### src/rtl/multicycle_ctrl.sv
// Main control FSM for the multicycle ARM-subset datapath: sequences each instruction
// through the shared ALU and memory port and drives per-state enables and mux selects.
module multicycle_ctrl (
  input  logic       clk,
  input  logic       reset,
  input  logic [1:0] Op,
  input  logic [5:0] Funct,
  input  logic       MemReady,
  output logic       IRWrite,
  output logic       NextPC,
  output logic       AdrSrc,
  output logic       ALUSrcA,
  output logic [1:0] ALUSrcB,
  output logic [1:0] ResultSrc,
  output logic       RegW,
  output logic       MemW,
  output logic       Branch,
  output logic       ALUOp,
  output logic       Illegal,
  output logic [3:0] State
);

  typedef enum logic [3:0] {
    StFetch  = 4'd0,
    StDecode = 4'd1,
    StMemAdr = 4'd2,
    StMemRd  = 4'd3,
    StMemWb  = 4'd4,
    StMemWr  = 4'd5,
    StExecR  = 4'd6,
    StExecI  = 4'd7,
    StAluWb  = 4'd8,
    StBranch = 4'd9
  } state_e;

  state_e state_q, state_d;
  logic   illegal_q, illegal_d;

  always_ff @(posedge clk or negedge reset) begin
    if (!reset) begin
      state_q   <= StFetch;
      illegal_q <= 1'b0;
    end else begin
      state_q   <= state_d;
      illegal_q <= illegal_d;
    end
  end

  always_comb begin
    state_d   = state_q;
    illegal_d = 1'b0;
    case (state_q)
      StFetch:  if (MemReady) state_d = StDecode;
      StDecode: begin
        unique case (Op)
          2'b00: state_d = Funct[5] ? StExecI : StExecR;
          2'b01: state_d = StMemAdr;
          2'b10: state_d = StBranch;
          2'b11: begin
            state_d   = StFetch;
            illegal_d = 1'b1;
          end
        endcase
      end
      StMemAdr: state_d = Funct[0] ? StMemRd : StMemWr;
      StMemRd:  if (MemReady) state_d = StMemWb;
      StMemWr:  if (MemReady) state_d = StFetch;
      StExecR,
      StExecI:  state_d = StAluWb;
      StMemWb,
      StAluWb,
      StBranch: state_d = StFetch;
      // Unused encodings recover to fetch.
      default:  state_d = StFetch;
    endcase
  end

  always_comb begin
    IRWrite   = 1'b0;
    NextPC    = 1'b0;
    AdrSrc    = 1'b0;
    ALUSrcA   = 1'b0;
    ALUSrcB   = 2'b00;
    ResultSrc = 2'b00;
    RegW      = 1'b0;
    MemW      = 1'b0;
    Branch    = 1'b0;
    ALUOp     = 1'b0;
    case (state_q)
      StFetch: begin
        IRWrite   = MemReady;
        NextPC    = MemReady;
        ALUSrcA   = 1'b1;
        ALUSrcB   = 2'b10;
        ResultSrc = 2'b10;
      end
      // PC+8 is formed here so R15 reads see the architectural value.
      StDecode: begin
        ALUSrcA   = 1'b1;
        ALUSrcB   = 2'b10;
        ResultSrc = 2'b10;
      end
      StMemAdr: ALUSrcB = 2'b01;
      StMemRd:  AdrSrc = 1'b1;
      StMemWb: begin
        ResultSrc = 2'b01;
        RegW      = 1'b1;
      end
      StMemWr: begin
        AdrSrc = 1'b1;
        MemW   = 1'b1;
      end
      StExecR:  ALUOp = 1'b1;
      StExecI: begin
        ALUSrcB = 2'b01;
        ALUOp   = 1'b1;
      end
      StAluWb:  RegW = 1'b1;
      StBranch: begin
        ALUSrcB   = 2'b01;
        ResultSrc = 2'b10;
        Branch    = 1'b1;
      end
      default: ;
    endcase
  end

  assign Illegal = illegal_q;
  assign State   = state_q;

endmodule

### config.mk
export PLATFORM = sky130hd
export DESIGN_NAME = multicycle_ctrl
export DESIGN_NICKNAME = d
export VERILOG_FILES = /design/src/rtl/multicycle_ctrl.sv
export SDC_FILE = /design/constraint.sdc
export NUM_CORES = 1
export LEC_CHECK = 0
export ABC_AREA = 1
export BUFFER_PORTS_ARGS = -buffer_cell sky130_fd_sc_hd__buf_4
export CORE_MARGIN = 2
export CORE_UTILIZATION = 30
export CTS_BUF_LIST = sky130_fd_sc_hd__clkbuf_16
export DETAILED_ROUTE_END_ITERATION = 10
export MAX_ROUTING_LAYER = met4
export PLACE_DENSITY_LB_ADDON = 0.3
export SYNTH_ARGS = -nofsm -noshare
export SYNTH_HDL_FRONTEND = slang
export SYNTH_SLANG_ARGS = --single-unit
export TNS_END_PERCENT = 20
### constraint.sdc
create_clock -name clk -period 2.04 [get_ports clk]
set_clock_uncertainty 0.05 [all_clocks]
set_input_delay 0.102 -clock clk [delete_from_list [all_inputs] [get_ports clk]]
set_output_delay 0.102 -clock clk [all_outputs]
set_load 0.03 [all_outputs]
; ---- Word level (Yosys, flattened, before mapping)
; Index checks and enable logic that the tools add are counted.
[op_classes]
n_eq_ne = 15
muxes = 18
n_reduce_logical = 9
[op_table]
columns = cell, n
row1 = 4-bit case mux with 6 select lines, 1
row2 = "4-bit by 3-bit equality test with 1-bit output, second input constant", 4
row3 = 4-bit case mux with 4 select lines, 1
row4 = 4-bit 2-to-1 mux, 3
row5 = 1-bit 2-to-1 mux, 10
row6 = "4-bit by 2-bit equality test with 1-bit output, second input constant", 2
row7 = "4-bit equality test, second input constant", 2
row8 = 2-bit case mux with 2 select lines, 2
row9 = 2-bit OR reduction, 4
row10 = "2-bit inequality test, second input constant", 3
row11 = 3-bit OR reduction, 2
row12 = "2-bit equality test, second input constant", 2
row13 = "4-bit by 1-bit equality test with 1-bit output, second input constant", 1
row14 = 4-bit logical NOT, 1
row15 = 3-bit 2-to-1 mux, 1
row16 = 3-bit AND reduction, 1
row17 = "2-bit by 1-bit equality test with 1-bit output, second input constant", 1
row18 = 2-bit logical NOT, 1
[totals]
ff_bits = 5
wordCells = 44

; ---- Longest topological paths before layout
[logic_depth]
ltp_word = 3
ltp_mapped = 7
ltp_nobuf = 7

; ---- Least setup slack after synthesis
; Ideal clock, no wire load.
[synth_path]
kind = register to output
startpoint = register state_q[3], in the netlist State[3]
endpoint = output port NextPC
arrival_ps = 1571
required_time_ps = 1888
path_slack_ps = 317
path_stages_with_launch = 5
path_buffers = 1
cell_sequence = dfrtp_1 > nor2_4 > nand2_1 > nor2_1 > buf_4
[synth_between]
elab_chain_cells = 2
[synth_lines]
columns = item, line_no
row1 = start: declaration, 36  ; state_e state_q, state_d;
row2 = start signal: assignment, 41  ; state_q <= StFetch;
row3 = start signal: assignment, 44  ; state_q <= state_d;
row4 = 4-bit logical NOT, -
row5 = 1-bit 2-to-1 mux, -
row6 = end: declaration, 10  ; output logic NextPC,
; Every way passes these cells.

; ---- Worst setup path after layout
[layout_path]
startpoint = register state_q[3], in the netlist State[3]
endpoint = output port ALUSrcB[0]
[layout_between]
elab_chain_cells = 3
elab_cells_between_ends = 8
cone_classes = eq/ne: 4 / mux: 1 / reduce/logical: 3
[layout_lines]
columns = item, line_no
row1 = 4-bit by 3-bit equality test with 1-bit output (tied with other cells), 89  ; case (state_q)
row2 = 3-bit OR reduction (no source line) or 2-bit OR reduction (tied branches), -
row3 = 2-bit case mux with 2 select lines *, 89
row4 = end: declaration, 13  ; output logic [1:0] ALUSrcB,
; Mark *: on every way between the ends. The rest lies on a longest branch, timed or not.

==> results.toml <==
[sta]
fmax_mhz = 638
slew_headroom_pct = 81.7
finalCritPeriodShare_pct = 76.8
holdWs_ps = 24.0
slew_violations = 0
finalSetupViolations = 0
setup_tns_ps = 0
tightestPinTransition_ps = 275
hold_viol_final = 0
period_needed_ps = 1570
rsz0062_at_grt = "false"

[routing]
routed.top_layer = "met3"
vias_per_cell = 4.42
vias = 455
ant_nets = 0
met2_length_um = 550
first_iter_violations = 8
wl_met3_um = 30
wl_per_cell_um = 9.58
first_pass_iters = 4
drt-met1-wl_um = 406
wl_um = 987
drc = 0

[worst_setup_path]
worstPathRequired_ps = 1890
worstSetupStartpointType = "flip-flop"
cp.arrival_ps = 1410
cp_max_fo = 8
end_kind = "primary output"
criticalPathCategory = "flip-flop to primary output"

[final_layout]
area_growth_pct = 67.5
final_nets = 100
fin_cells = 103
diodes = 0
drive_gt1_share_pct = 44.3

[floorplan]
rows = 13
die-height_um = 40.7
initial_core_util_pct = 31.5
dieArea_um2 = 1660
io_pins = 28
core_um2 = 1280
die_w_um = 40.7

[pwr]
power_density_nw_per_um2 = 2110
peakVddDrop_mv = 0.891
power.leakage_nw = 0.401
total_power_mw = 1.43

[synth]
yosys_register_bits = 5
avgSynthCellArea_um2 = 6.63
synth_area_leaders = "dfrtp_1, nand2_1, inv_1"
yosysTopAreaCell = "dfrtp_1"
synth_cell_types = 17
yosysTopAreaCellShare_pct = 31.0
syn_nets = 72
yosys_warnings = 0
synthCells = 61
ys.flop_type = "dfrtp_1"
async_reset_ff_share_pct = 100
yosysSeqAreaShare_pct = 31.0
synth_edf_count = 0
synth_area_um2 = 404

[clock_tree]
clkSlewWorstSetupHoldPaths_ps = 30
htree_levels = 1
cts.sinks = 5
cts_root_buffer = "clkbuf_16"
clk_latency_ps = 230
numCtsBuffers = 3
cts.path.max_buffers = 2
post_cts_resized = 0
cts_tree = "yes"
cts_setup_buffers = 0

[global_routing]
track_usage_pct = 14.9
antenna_found_initial = 0
grt_max_degree = 9
grt_pass1_vias = 392
grt-ovfl-total = 0
grt_pass1_wl_mm = 1.46

[hold_path]
hold_class = "primary input to flip-flop"

[place]
portBuffers = 23
placed_cells = 98
place.gp.congestion = 0.743
dp_hpwl_um = 828

[status]
run_status = "finished clean"

[run]
drv_cap = 0
[routing by layer]
metal / global-route usage, % / vias up
li1: - / 243
met1: 15.4 / 205
met2: 23.8 / 7
met3: 1.63 / 0
met4: 15.0 / 0
met5: - / -
[what timing repair did]
action,in CTS,in global routing
endpoints found under the hold margin,5,0
hold buffers,1,0
endpoints found under the setup margin,0,0
[where the power goes]
| part | internal (mW) | switching, mW | leakage, nW |
|---|---|---|---|
| Combinational | 0.312 | 0.603 | 0.293 |
| Clock | 0.253 | 0.0603 | 0.0423 |
| Sequential | 0.137 | 0.0600 | 0.0654 |
[layout by cell type, fill, tap and decap left out]
cell           Yosys  layout
o211ai_1           2       2
inv_2              3       3
buf_4              1      23
o31ai_2            1       1
inv_1             12      13
dfrtp_1            5       5
dlygate4sd3_1      0       1
nor2_4             2       2
clkbuf_16          0       3
nand2_2            4       4
nor2_1             5       5
o21ai_0            4       4
nand2_1           14      14
nor3_1             1       1
nand3_2            1       1
nand3_1            2       2
nand4_1            1       1
nor2_2             2       2
a21oi_1            1       1
[critical path: stages (launching register included)]
cell and delay, ps:
dfrtp_1 430, nor2_4 220, nand2_1 90, nor2_1 140, nor2_1 60, o21ai_0 70, buf_4 180
[cells by family (layout without fill, tap and decap cells)]
family	after synthesis	after routing	synth area share, %
buffers and inverters	16	43	15.8
flip-flops	5	5	31.0
AO/OA/AOI/OAI	8	8	13.0
AND/OR/NAND/NOR	32	32	40.2
[Yosys cell counts (2+ instances only)]
cell	n
o21ai_0	4
nor2_4	2
nor2_1	5
nand2_2	4
nor2_2	2
nand2_1	14
dfrtp_1	5
inv_1	12
o211ai_1	2
inv_2	3
nand3_1	2
[cell type report]
| cell class | instances | area (µm²) |
|---|---|---|
| fill | 124 | 608 |
| multi-input combinational | 40 | 215 |
| timing repair buffer | 24 | 183 |
| sequential | 5 | 125 |
| clock buffer | 3 | 75.1 |
| inverter | 15 | 56.3 |
| tap | 15 | 18.8 |
| clock inverter | 1 | 3.75 |
[stage by stage]
| stage | utilization, % | worst slack, ps | instance area (µm²) |
|---|---|---|---|
| 5_1_grt | 52.7 | 317 | 677 |
| 4_1_cts | 52.7 | 455 | 677 |
| 6_report | 52.7 | 473 | 677 |
| 3_5_place_dp | 45.8 | 695 | 588 |
| 2_1_floorplan | - | 317 | 404 |
| 3_3_place_gp | 45.8 | 679 | 588 |
[path summary, 6_finish.rpt]
kind / from / to / slack, ps / depth (start not counted)
max: State[3] / ALUSrcB[0] / 470 / 6
min: Op[0] / State[3] / 20 / 2
max reg2reg: State[3] / State[0] / 770 / 5
min reg2reg: State[0] / State[0] / 600 / 2
max in group asynchronous: reset / State[2] / 1660 / 2
min in group asynchronous: reset / State[1] / 170 / 2
[registers in the layout, summed over array words and instances, names as in the netlist]
| signal | cells |
|---|---|
| State | 4 |
| Illegal | 1 |
(Power assumes the default switching activity.)
